==> src/rtl/chi_plane_codec.sv <==
// Masking front/back end for a three-share Keccak chi core: shares one plane, streams five rows, collects results.
// Build option CHI_CODEC_UNMASK_EN: when defined, out_plane carries the recombined result; otherwise it is tied to 0.
module chi_plane_codec (
    input  logic        clk,
    input  logic        rst_i,
    input  logic [24:0] in_plane,
    input  logic [49:0] in_rnd,
    input  logic        in_valid,
    output logic        in_ready,
    output logic [4:0]  core_in1,
    output logic [4:0]  core_in2,
    output logic [4:0]  core_in3,
    input  logic [4:0]  core_out1,
    input  logic [4:0]  core_out2,
    input  logic [4:0]  core_out3,
    output logic [24:0] out_share1,
    output logic [24:0] out_share2,
    output logic [24:0] out_share3,
    output logic [24:0] out_plane,
    output logic        out_valid,
    input  logic        out_ready
);

    // Handshakes: a transfer happens on a rising clk edge where valid and ready are both high;
    // valid never depends combinationally on ready, and a presented result holds until taken.

    typedef enum logic [1:0] {
        S_IDLE  = 2'd0,
        S_FEED  = 2'd1,
        S_DRAIN = 2'd2,
        S_DONE  = 2'd3
    } state_t;

    state_t      r_state;
    logic [2:0]  r_row_cnt;
    logic [24:0] r_sh1;
    logic [24:0] r_sh2;
    logic [24:0] r_sh3;
    logic        r_cap_en;
    logic [2:0]  r_cap_row;
    logic [24:0] r_out_sh1;
    logic [24:0] r_out_sh2;
    logic [24:0] r_out_sh3;
    logic        r_out_valid;
    logic        r_in_ready;

    logic [24:0] w_sh1;
    logic [24:0] w_sh2;
    logic [24:0] w_sh3;
    logic [4:0]  w_row1;
    logic [4:0]  w_row2;
    logic [4:0]  w_row3;
    logic        w_accept;

    assign w_accept = in_valid & r_in_ready;

    // Shares 2 and 3 come straight from the randomness; share 1 absorbs the plane.
    always_comb begin
        w_sh1 = '0;
        w_sh2 = '0;
        w_sh3 = '0;
        for (int r = 0; r < 5; r++) begin
            w_sh2[5*r +: 5] = in_rnd[10*r +: 5];
            w_sh3[5*r +: 5] = in_rnd[10*r + 5 +: 5];
            w_sh1[5*r +: 5] = in_plane[5*r +: 5] ^ in_rnd[10*r +: 5] ^ in_rnd[10*r + 5 +: 5];
        end
    end

    always_comb begin
        w_row1 = '0;
        w_row2 = '0;
        w_row3 = '0;
        for (int r = 0; r < 5; r++) begin
            if (r_row_cnt == 3'(r)) begin
                w_row1 = r_sh1[5*r +: 5];
                w_row2 = r_sh2[5*r +: 5];
                w_row3 = r_sh3[5*r +: 5];
            end
        end
    end

    assign core_in1 = (r_state == S_FEED) ? w_row1 : 5'd0;
    assign core_in2 = (r_state == S_FEED) ? w_row2 : 5'd0;
    assign core_in3 = (r_state == S_FEED) ? w_row3 : 5'd0;

    always_ff @(posedge clk or posedge rst_i) begin
        if (rst_i) begin
            r_state     <= S_IDLE;
            r_row_cnt   <= 3'd0;
            r_sh1       <= '0;
            r_sh2       <= '0;
            r_sh3       <= '0;
            r_out_valid <= 1'b0;
            r_in_ready  <= 1'b1;
        end else begin
            case (r_state)
                S_IDLE: begin
                    if (w_accept) begin
                        r_sh1      <= w_sh1;
                        r_sh2      <= w_sh2;
                        r_sh3      <= w_sh3;
                        r_row_cnt  <= 3'd0;
                        r_in_ready <= 1'b0;
                        r_state    <= S_FEED;
                    end
                end
                S_FEED: begin
                    if (r_row_cnt == 3'd4) begin
                        r_row_cnt <= 3'd0;
                        r_state   <= S_DRAIN;
                    end else begin
                        r_row_cnt <= r_row_cnt + 3'd1;
                    end
                end
                S_DRAIN: begin
                    r_out_valid <= 1'b1;
                    r_state     <= S_DONE;
                end
                S_DONE: begin
                    if (out_ready) begin
                        r_out_valid <= 1'b0;
                        r_in_ready  <= 1'b1;
                        r_state     <= S_IDLE;
                    end
                end
                default: begin
                    r_state <= S_IDLE;
                end
            endcase
        end
    end

    // The core registers its outputs, so the row being written is the one fed a cycle earlier.
    always_ff @(posedge clk or posedge rst_i) begin
        if (rst_i) begin
            r_cap_en  <= 1'b0;
            r_cap_row <= 3'd0;
            r_out_sh1 <= '0;
            r_out_sh2 <= '0;
            r_out_sh3 <= '0;
        end else begin
            r_cap_en  <= (r_state == S_FEED);
            r_cap_row <= r_row_cnt;
            if (r_cap_en) begin
                for (int r = 0; r < 5; r++) begin
                    if (r_cap_row == 3'(r)) begin
                        r_out_sh1[5*r +: 5] <= core_out1;
                        r_out_sh2[5*r +: 5] <= core_out2;
                        r_out_sh3[5*r +: 5] <= core_out3;
                    end
                end
            end
        end
    end

`ifdef CHI_CODEC_UNMASK_EN
    logic [24:0] r_out_plane;

    always_ff @(posedge clk or posedge rst_i) begin
        if (rst_i) begin
            r_out_plane <= '0;
        end else if (r_cap_en) begin
            for (int r = 0; r < 5; r++) begin
                if (r_cap_row == 3'(r)) begin
                    r_out_plane[5*r +: 5] <= core_out1 ^ core_out2 ^ core_out3;
                end
            end
        end
    end

    assign out_plane = r_out_plane;
`else
    // Result stays masked so it can feed further masked rounds.
    assign out_plane = '0;
`endif

    assign out_share1 = r_out_sh1;
    assign out_share2 = r_out_sh2;
    assign out_share3 = r_out_sh3;
    assign out_valid  = r_out_valid;
    assign in_ready   = r_in_ready;

endmodule
==> config.mk <==
export PLATFORM = sky130hd
export DESIGN_NAME = chi_plane_codec
export DESIGN_NICKNAME = d
export VERILOG_FILES = /design/src/rtl/chi_plane_codec.sv
export SDC_FILE = /design/constraint.sdc
export NUM_CORES = 1
export LEC_CHECK = 0
export CORE_MARGIN = 2
export CORE_UTILIZATION = 48
export DETAILED_ROUTE_END_ITERATION = 8
export GPL_TIMING_DRIVEN = 0
export MAX_ROUTING_LAYER = met4
export PLACE_DENSITY_LB_ADDON = 0.3
export SLEW_MARGIN = 0
export SYNTH_ARGS = -nofsm -noshare
export SYNTH_HDL_FRONTEND = slang
export SYNTH_SLANG_ARGS = --single-unit
==> constraint.sdc <==
create_clock -name clk -period 5.55 [get_ports clk]
set_clock_uncertainty 0.2 [all_clocks]
set_input_delay 0.555 -clock clk [delete_from_list [all_inputs] [get_ports clk]]
set_output_delay 0.555 -clock clk [all_outputs]
set_load 0.05 [all_outputs]
# Word-level counts from Yosys, hierarchy flattened

Index checks and enable logic that the tools add are counted.
W data, S select, Z words.

Logic and storage cells: 96
Flip-flop bits (word level): 161

Add/subtract/negate cells: 1
Mux-type cells: 30
Equal/unequal tests: 14
Bitwise operators: 11
Reduce and logical (&&, ||, !) cells: 16

Operators with widths:

| operator              | count |
|---|---|
| $mux W5               | 18 |
| $xor A5 B5 Y5         | 10 |
| $reduce_and A2 Y1     | 8 |
| $eq A3 B2 Y1 const B  | 4 |
| $pmux W2 S4           | 1 |
| $eq A3 B1 Y1 const B  | 2 |
| $eq A3 B3 Y1 const B  | 2 |
| $logic_not A3 Y1      | 2 |
| $mux W2               | 3 |
| $mux W3               | 2 |
| $ne A2 B2 Y1 const B  | 3 |
| $pmux W3 S2           | 1 |
| $reduce_and A3 Y1     | 2 |
| $reduce_bool A2 Y1    | 3 |
| $eq A2 B2 Y1 const B  | 2 |
| $pmux W1 S2           | 2 |
| $add A3 B1 Y3 const B | 1 |
| $mux W1               | 3 |
| $eq A2 B1 Y1 const B  | 1 |
| $logic_not A2 Y1      | 1 |
| $and A1 B1 Y1         | 1 |

# Longest topological paths before layout

Depth after elaboration: 7
Gate-level depth with buffers: 8
Gate-level depth less buffers: 5

# Least setup slack after synthesis

Ideal clock, no wire load.

Kind: register -> output
From: register r_row_cnt[2]
To: output port core_in2[0]
Cell stages (with the launch flop): 9
Arrival: 2318 ps
Path buffers: 3
Path slack: 2477 ps
Cell sequence: dfrtp_1 > clkbuf_1 > inv_1 > ha_1 > clkbuf_1 > nor3b_2 > buf_2 > o21ai_0 > o22ai_1

Word-level cells in the longest chain between the ends: 7
Elaborated cells on any way between the ends: 11
Those cells by class: 4 x eq/ne; 6 x mux; 1 x reduce/logical

RTL lines:

| what                     | RTL line | text |
|---|---|---|
| start: declaration       | 35       | `logic [2:0] r_row_cnt;` |
| start signal: assignment | 112      | `r_row_cnt <= r_row_cnt + 3'd1;` |
| $logic_not A3 Y1         | 74       | `if (r_row_cnt == 3'(r)) begin` |
| $mux W5 (4 in series)    | 74       |  |
| $mux W5 *                | 74       |  |
| $mux W5 *                | 83       | `assign core_in2 = (r_state == S_FEED) ? w_row2 : 5'd0;` |
| end: declaration         | 11       | `output logic [4:0] core_in2,` |

Mark *: on every way between the ends. The rest lies on a longest branch, timed or not.

# Final worst setup path

Ends and elaborated chain as after synthesis.

==> results.yml <==
critical_path:
  startpoint_type: "register"
  endpoint_kind: "output port"
  cp_max_fo: 10
  path_common_cell: "clkbuf_1"
  crit_buf_inv: 5
  cp.arrival_ns: 3.53
  crit_chain: "clkbuf_1 -> inv_1 -> ha_1 -> clkbuf_1 -> nor3b_2 -> buf_2 -> o21ai_0 -> o22ai_1 -> clkdlybuf4s50_1"
  cp_top_family: "buffers and inverters"
  slowest_delay_ns: 0.87
  cp_slowest_cell: "clkdlybuf4s50_1"
  cp.required_ns: 4.80
  path_class: "register to output port"
pwr:
  p_int_mw: 3.83
  p_per_area_mw_per_mm2: 648
  p_seq_frac: 0.314
  pwr-share-comb: 0.497
  p_leak_nw: 4.51
  switchingPower_mw: 2.84
  ir_drop_mv: 0.302
  total_power_mw: 6.68
  switching_share: 0.426
  clkPwrFrac: 0.190
global_route:
  antenna_found_initial: 0
  grt_max_degree: 104
  grt_overflow_total: 0
  grt_pass1_vias: 5649
  grt_first_pass_wirelength_microns: 29500
  grt_util_all_layers: 0.240
clock_network:
  h-tree-depth: 4
  clock_latency_ns: 0.42
  clock-sinks: 161
  cts_resized: 0
  cts_root_buf: "clkbuf_16"
  numCtsBuffers: 17
  cts.hold.buffers_added: 0
  cts_max_path_buffers: 2
  post_cts_buffers: 0
  clk_pin_slew_ns: 0.06
  cts_tree: "built"
layout:
  area_delta_synth_final_pct: 38.4
  fin_nets: 906
  fillers: 1078
  drive_above_1_share: 0.244
  diodes: 0
timing:
  min_period_over_period: 0.773
  slew_violations: 0
  setup_violations: 0
  hold_viol_final: 0
  maxSlewHeadroom: 0.605
  tightest_slew_ns: 0.593
  rsz0062_at_grt: "false"
  min_period_ns: 4.29
  clock.fmax_mhz: 233
  layout_setup_ws_ns: 1.26
synth:
  netlist_area_sq_mm: 0.00744
  synth_cell_types: 38
  synth_top_area_share: 0.538
  synth_top_family_by_area: "multiplexers"
  synth_adder_area_share: 0.0168
  yosysSeqAreaShare: 0.541
  synth_compound_area_frac: 0.0815
  synth_warnings: 0
  synth_common_cells: "160 x dfrtp_1, 96 x mux2_2, 41 x o21ai_0"
  synthMuxAreaShare: 0.202
  synth_area_leaders: "dfrtp_1 54%, mux2_2 15%, mux2_4 4.0%, xnor2_1 2.9%, xor2_1 2.9%"
  syn-mean-instance-area_sq_um: 13.0
  synthMostInstantiatedCell: "dfrtp_1"
  yosysTopAreaCell: "dfrtp_1"
  synth_simple_gate_area_frac: 0.0466
  synth_xor_area_frac: 0.0588
  synthCells: 573
  synthArstFlopShare: 1.00
  ys_ff_latch: 161
  synth_ff_type: "dfrtp_1"
  synth-edff-count: 0
detailed_routing:
  wl_per_cell_microns: 18.7
  drc: 0
  viasPerCell: 5.46
  drt_wl_total_microns: 18800
  drt-initial-drc-count: 434
  ant_nets: 0
  first_pass_iters: 5
  vias: 5472
die:
  die_h_microns: 129
  rows: 45
  io_pins: 211
  core_sq_mm: 0.0152
  start_util: 0.490
  chipWidth_microns: 129
  die-area_sq_mm: 0.0165
min_path:
  holdCritPathClass: "register to register"
placed_design:
  dp_hpwl_microns: 13600
  post-place-ws_ns: 1.83
  finalWeightedCongestion: 0.883
  place.port_buffers: 185
status:
  status: "finished clean"
run:
  drv_cap: 0
path summary, 6_finish.rpt:
check | endpoint | from | cells after the start | slack [ns]
setup / recovery | core_in2[0] | r_row_cnt[2]$_DFFE_PP0P_ | 9 | 1.26
hold / removal | r_cap_row[2]$_DFF_PP0_ | r_row_cnt[2]$_DFFE_PP0P_ | 0 | 0.25
setup reg to reg | r_state[1]$_DFFE_PP0P_ | r_row_cnt[0]$_DFFE_PP0P_ | 6 | 3.37
hold reg to reg | r_cap_row[2]$_DFF_PP0_ | r_row_cnt[2]$_DFFE_PP0P_ | 0 | 0.25
max in group asynchronous | r_sh1[12]$_DFFE_PP0P_ | rst_i | 3 | 3.89
min in group asynchronous | out_share1[11]$_DFFE_PP0P_ | rst_i | 2 | 0.37
logic make-up after synthesis:
logic type,after synthesis
AND/OR/NAND/NOR,60
multiplexers,127
adder cells (fa/ha/maj),10
AO/OA/AOI/OAI,96
buffers and inverters,68
XOR/XNOR,50
other,1
flip-flops,161
per-stage QoR:
stage	hold slack [ns]	utilization	cells	TNS (ns)	cell area, sq um
after global routing	0.280	0.678	1002	0	10300
after floorplan	0.208	-	597	0	7530
after CTS	0.256	0.678	1002	0	10300
final	0.251	0.678	1002	0	10300
after detailed placement	0.240	0.635	971	0	9650
after global placement	0.240	0.633	970	-223.01	9620
power by group through the flow:
stage                     sequential [mW]  combinational [mW]  clock (mW)
after global routing                 2.15                3.49        1.33
after CTS                            2.09                3.33        1.28
after detailed placement             2.11                3.30           0
after global placement               2.06                3.23           0
final                                2.09                3.32        1.27
after floorplan                      3.03                1.25           0
metal layers:
metal,up-vias,wire (microns),GRT usage
li1,2457,-,-
met2,278,9220,0.390
met5,-,0,-
met4,0,642,0.106
met3,51,1240,0.0532
met1,2686,7650,0.288
flip-flops by register name, indices dropped and copies added (netlist names):
name and flops:
out_share1 25, out_share2 25, out_share3 25, r_sh1 25
r_sh2 25, r_sh3 25, r_cap_row 3, r_row_cnt 3
r_state 2, in_ready 1, out_valid 1, r_cap_en 1
area by class of cell:
class	count	area, sq um	area share
Multi-Input combinational cell	368	3110	0.302
Buffer	58	353	0.0343
Sequential cell	161	4030	0.391
Timing Repair Buffer	186	1880	0.182
Clock buffer	20	467	0.0453
Inverter	10	42.5	0.00413
Tap cell	188	235	0.0228
Clock inverter	11	179	0.0174
worst register-to-register path, delay by kind of cell, from the launching register on:
family	cells	cell delay, ns
flops	1	0.43
compound gates	1	0.40
mux	1	0.39
buf+inv	2	0.31
fa+ha+maj	1	0.18
simple gates	1	0.15
layout by cell type, fill, tap and decap left out, types with 15 or more instances in the layout:
cell type	count
clkdlybuf4s50_1	185
dfrtp_1	160
mux2_2	96
o21ai_0	41
nand2_1	30
buf_4	26
xor2_1	25
xnor2_1	25
conb_1	25
mux2_4	20
clkbuf_1	17
clkbuf_16	17
and3_1	15
No activity file was read; power rests on OpenSTA's default activity.
